<file path="src/rtl/aes_pkg.sv">
// Shared AES GF(2^8) helpers, byte/column/state types and the MixColumns FSM encoding.
package aes_pkg;

   localparam logic [7:0] AES_POLY = 8'h1b;

   typedef logic [7:0]   aes_byte_t;
   typedef logic [0:31]  aes_col_t;
   typedef logic [0:127] aes_state_t;

   typedef enum logic [1:0] {IDLE, BUSY, DONE} mixcol_state_e;

   // Row 0 coefficients; row r uses the same list rotated right by r.
   localparam logic [3:0] FWD_COEF [4] = '{4'h2, 4'h3, 4'h1, 4'h1};
   localparam logic [3:0] INV_COEF [4] = '{4'he, 4'hb, 4'hd, 4'h9};

   function automatic aes_byte_t xtime(input aes_byte_t b);
      return {b[6:0], 1'b0} ^ (b[7] ? AES_POLY : 8'h00);
   endfunction

   function automatic aes_byte_t gmul(input aes_byte_t b, input logic [3:0] k);
      aes_byte_t x2, x4, x8;
      x2 = xtime(b);
      x4 = xtime(x2);
      x8 = xtime(x4);
      case (k)
         4'h1:    return b;
         4'h2:    return x2;
         4'h3:    return x2 ^ b;
         4'h9:    return x8 ^ b;
         4'hb:    return x8 ^ x2 ^ b;
         4'hd:    return x8 ^ x4 ^ b;
         4'he:    return x8 ^ x4 ^ x2;
         default: return 8'h00;
      endcase
   endfunction

endpackage

</file>
<file path="src/rtl/mix_column_unit.sv">
// Combinational single-column (Inv)MixColumns; inv_i selects the inverse coefficient set.
module mix_column_unit
   import aes_pkg::*;
(
   input  aes_col_t col_i,
   input  logic     inv_i,
   output aes_col_t col_o
);

   aes_byte_t s [4];
   aes_byte_t acc;

   // NOTE: every always_comb output gets a default first so no path can infer a latch.
   always_comb begin
      col_o = '0;
      acc   = '0;
      for (int r = 0; r < 4; r++) begin
         s[r] = col_i[24-8*r +: 8];
      end
      for (int r = 0; r < 4; r++) begin
         acc = '0;
         for (int j = 0; j < 4; j++) begin
            acc = acc ^ gmul(s[j], inv_i ? INV_COEF[2'(j - r)] : FWD_COEF[2'(j - r)]);
         end
         col_o[24-8*r +: 8] = acc;
      end
   end

endmodule

</file>
<file path="src/rtl/mix_columns_seq.sv">
// Iterative AES MixColumns over a 128-bit state, COLS_PER_CYCLE columns per clock, valid/ready I/O.
// Define MIXCOL_INVERSE_EN to add the inv port selecting InvMixColumns per block.
module mix_columns_seq
   import aes_pkg::*;
#(
   parameter int COLS_PER_CYCLE = 1
) (
   input  logic       clk,
   input  logic       rst,
   input  logic       in_valid,
   output logic       in_ready,
   input  aes_state_t in_data,
`ifdef MIXCOL_INVERSE_EN
   input  logic       inv,
`endif
   output logic       out_valid,
   input  logic       out_ready,
   output aes_state_t out_data
);

   localparam int         LAT      = 4 / COLS_PER_CYCLE;
   localparam logic [1:0] COL_STEP = 2'(COLS_PER_CYCLE);
   localparam logic [1:0] LAST_COL = 2'(COLS_PER_CYCLE * (LAT - 1));

   if (COLS_PER_CYCLE != 1 && COLS_PER_CYCLE != 2 && COLS_PER_CYCLE != 4) begin : g_bad_cols
      $error("mix_columns_seq: COLS_PER_CYCLE must be 1, 2 or 4");
   end

   mixcol_state_e state_q, state_d;
   logic [1:0]    col_q, col_d;
   aes_state_t    work_q, work_d;
   logic          blk_inv;
   logic          accept;

   logic [1:0]    unit_idx [COLS_PER_CYCLE];
   aes_col_t      unit_in  [COLS_PER_CYCLE];
   aes_col_t      unit_out [COLS_PER_CYCLE];

   for (genvar k = 0; k < COLS_PER_CYCLE; k++) begin : g_unit
      assign unit_idx[k] = col_q + 2'(k);
      assign unit_in[k]  = work_q[{unit_idx[k], 5'd0} +: 32];
      mix_column_unit u_col (
         .col_i (unit_in[k]),
         .inv_i (blk_inv),
         .col_o (unit_out[k])
      );
   end

   always_comb begin
      state_d   = state_q;
      col_d     = col_q;
      work_d    = work_q;
      in_ready  = 1'b0;
      out_valid = 1'b0;
      case (state_q)
         IDLE: in_ready = 1'b1;
         BUSY: begin
            for (int k = 0; k < COLS_PER_CYCLE; k++) begin
               work_d[{unit_idx[k], 5'd0} +: 32] = unit_out[k];
            end
            col_d = col_q + COL_STEP;
            if (col_q == LAST_COL) state_d = DONE;
         end
         DONE: begin
            out_valid = 1'b1;
            in_ready  = out_ready;
            if (out_ready) state_d = IDLE;
         end
         default: state_d = IDLE;
      endcase
      // An accept (from IDLE or a draining DONE) overrides the transitions above.
      if (in_valid && in_ready) begin
         state_d = BUSY;
         col_d   = '0;
         work_d  = in_data;
      end
   end

   assign accept   = in_valid && in_ready;
   assign out_data = work_q;

   // NOTE: state uses non-blocking assignments; the work register is reset too because out_data must read 0.
   always_ff @(posedge clk) begin
      if (rst) begin
         state_q <= IDLE;
         col_q   <= '0;
         work_q  <= '0;
      end else begin
         state_q <= state_d;
         col_q   <= col_d;
         work_q  <= work_d;
      end
   end

`ifdef MIXCOL_INVERSE_EN
   always_ff @(posedge clk) begin
      if (rst)         blk_inv <= 1'b0;
      else if (accept) blk_inv <= inv;
   end
`else
   assign blk_inv = 1'b0;
`endif

endmodule

</file>
<file path="config.mk">
export PLATFORM = sky130hd
export DESIGN_NAME = mix_columns_seq
export DESIGN_NICKNAME = d
export VERILOG_FILES = /design/src/rtl/aes_pkg.sv /design/src/rtl/mix_column_unit.sv /design/src/rtl/mix_columns_seq.sv
export SDC_FILE = /design/constraint.sdc
export NUM_CORES = 1
export LEC_CHECK = 0
export CORE_AREA = 2 2 130 132
export CTS_CLUSTER_SIZE = 10
export DETAILED_ROUTE_END_ITERATION = 16
export DIE_AREA = 0 0 132 134
export PLACE_DENSITY = 0.76
export SETUP_SLACK_MARGIN = 0.05
export SLEW_MARGIN = 20
export SYNTH_ARGS = -nofsm -noshare
export SYNTH_HDL_FRONTEND = slang
export SYNTH_SLANG_ARGS = --single-unit
export TNS_END_PERCENT = 20
</file>
<file path="constraint.sdc">
create_clock -name clk -period 2.7 [get_ports clk]
set_input_delay 0.54 -clock clk [delete_from_list [all_inputs] [get_ports clk]]
set_output_delay 0.54 -clock clk [all_outputs]
set_load 0.1 [all_outputs]
</file>
==> impl_metrics.csv <==
group,metric,value,unit
timing,final_hold_viol_count,0,
global_route,grt.total_usage,0.3203,
floorplan,core-area,16290,um2
worst_setup_path,max_stage_delay,960,ps
timing,slew_headroom,0.1765,
clock_network,cts-hold-fix-buffers,0,
logic_synthesis,ys_seq_area_frac,0.3673,
detailed_routing,drtIter0Drc,1335,
detailed_routing,wirelength,29010,um
logic_synthesis,netlist_instances,679,
global_route,antenna_found_initial,0,
logic_synthesis,synth-seq-cells,132,
detailed_routing,vias,7570,
clock_network,ctsRootBufferMaster,"clkbuf_16",
final_layout,instances_no_fill,1148,
worst_setup_path,startpoint_type,"register",
timing,hold_slack,530.7,ps
global_route,grt_pass1_vias,7257,
global_route,grt_max_degree,63,
detailed_routing,wl_per_cell,25.27,um
final_layout,fill_cells,1317,
final_layout,area_growth,45.70,%
floorplan,io_pins,262,
timing,rsz0062_at_grt,"true",
final_layout,seqCellArea,2648,um2
final_layout,nets,1051,
logic_synthesis,yosys-top-cells-area,"dfxtp_1, a222oi_1, mux4_2",
clock_network,cts_tree,"built",
clock_network,cts_inserted_buffers,17,
logic_synthesis,synth.largest_area_cell,"dfxtp_1",
logic_synthesis,ys.flop_type,"dfxtp_1",
placement,dp_hpwl,19470,um
final_layout,final_cell_area,10480,um2
detailed_routing,vias_per_cell,6.594,
power_and_ir_drop,vdd_drop_max,0.0004886,V
detailed_routing,final_antenna_net_count,0,
clock_network,clockBufferDepth,2,
timing,tightest_slew,1232,ps
worst_setup_path,crit_path_end_kind,"register",
logic_synthesis,synth_warnings,0,
timing,maxSlewViolCount,0,
final_layout,multiInputGateArea,4264,um2
floorplan,start_util,0.4417,
clock_network,clkTransAtPathRegs,60,ps
power_and_ir_drop,p_leak,4.023,nW
worst_setup_path,worst_ep_required_time,3050,ps
floorplan,rows,47,
global_route,overflow,0,
floorplan,die_w,132,um
placement,portBuffers,261,
clock_network,cts_setup_buffers,0,
placement,place_area,9758,um2
worst_setup_path,cp_slowest_cell,"a21oi_4",
worst_setup_path,crit_chain,"buf_4 -> ha_1 -> mux2_2 -> a21oi_4 -> a22oi_1 -> o221ai_1",
timing,fin_crit_sh,0.9555,
logic_synthesis,synth_edf_count,0,
logic_synthesis,syn_avg_cell_area,10.60,um2
placement,placedCellCount,1114,
clock_network,ctsResizeCount,0,
timing,report.final.setup_viol,0,
outcome,status,"completed",
timing,fin_crit,2580,ps
clock_network,h-tree-depth,4,
logic_synthesis,syn-cell-area,7194,um2
timing,timing.fmax,387.6,MHz
logic_synthesis,ys_async_sr_fraction,0,
detailed_routing,first_pass_iters,13,
floorplan,design.die.area,17690,um2
power_and_ir_drop,cellPowerDensity,764.4,nW/um2
worst_setup_path,critPathKind,"register to register",
final_layout,layout-drive-gt1-share,0.2629,
detailed_routing,drc,0,
timing,fin_skew,8.463,ps
flow_run,max_cap_violations,0,
final_layout,final_core_util,0.6435,
worst_setup_path,critPathTopFamily,"compound AO/OA/AOI/OAI gates",
logic_synthesis,synth_fp_nets,815,
floorplan,die_h,134,um
placement,gp_congestion,0.8202,
worst_setup_path,cp.arrival,2930,ps
logic_synthesis,synth_top_area_share,0.3673,
timing,fin_setup_tns,0,ps
worst_setup_path,cp_max_fo,32,
hold_path,hold_class,"register to register",
final_layout,n_antenna_cell,0,
worst_setup_path,crit_buf_inv,1,
clock_network,numClockSinks,132,
logic_synthesis,synth_cell_types,35,
global_route,grt_pass1_wl,43200,um
clock_network,clock_latency,430,ps
-- layout by cell type (no fill, tap or decap), types with 21 or more instances in the layout --
cell type,count
a222oi_1,80
a22oi_1,48
buf_4,153
clkdlybuf4s50_1,130
dfxtp_1,130
mux4_2,32
nand2_1,21
nand3_1,72
nor2_1,86
o211ai_1,24
o221ai_1,24
xor3_1,23
-- cells in the mapped netlist (all sizes together), types with 11 or more instances --
cell    count
buf        33
xnor2      12
nand2      21
xor2       11
o221ai     24
o211ai     24
a22oi      48
nor2       86
clkbuf     40
mux4       32
a222oi     80
nand3      72
dfxtp     132
xor3       25
-- per-stage QoR --
stage                     setup slack [ps]  total power (W)
after floorplan                      121.2         0.004427
after global placement               46.31         0.005283
after detailed placement            -25.19         0.005297
after CTS                            113.4         0.007972
after global routing                 36.71         0.008221
final                                120.3         0.008013
-- flip-flops by register name (all words and copies together) (netlist names) --
name,flops
col_q,2
state_q,2
out_data,128
-- worst min-delay path, stage by stage (launching register included) --
cell      delay, ps
dfxtp_1         350
a222oi_1         70
nor2_1           80
-- cell families (layout without fill, tap and decap cells) --
kind of cell	Yosys count	count (layout)	share of synthesized area
simple gates	195	195	0.1256
compound gates	183	184	0.2207
flops	132	132	0.3673
buf+inv	78	326	0.05304
xor+xnor	51	51	0.1200
mux	36	36	0.1064
fa+ha+maj	4	4	0.006957
-- area by class of cell --
class / count / area share
Inverter: 4 / 0.001432
Clock buffer: 20 / 0.04357
Multi-Input combinational cell: 470 / 0.4068
Timing Repair Buffer: 290 / 0.2478
Clock inverter: 12 / 0.02160
Tap cell: 220 / 0.02626
Sequential cell: 132 / 0.2526
-- report_power, final --
group / switching (W) / internal, W
clock network: 0.000902 / 0.00178
logic: 0.00209 / 0.000996
registers: 0.000145 / 0.00210
-- layer usage --
metal  track usage  share of wire  vias up
met5             0              0        -
met4        0.1117          0.023        0
met3        0.1100           0.15       64
met2        0.5208           0.47      622
met1        0.3985           0.36     3646
li1              -              -     3238
-- final timing paths --
kind / startpoint / to / slack (ps) / cells past startpoint
setup / recovery: col_q[1] / out_data[17] / 120 / 6
setup reg to reg: col_q[1] / out_data[17] / 120 / 6
hold / removal: out_data[34] / out_data[34] / 530 / 2
hold reg to reg: out_data[34] / out_data[34] / 530 / 2
Note: power is estimated with default switching activity, not from simulation.
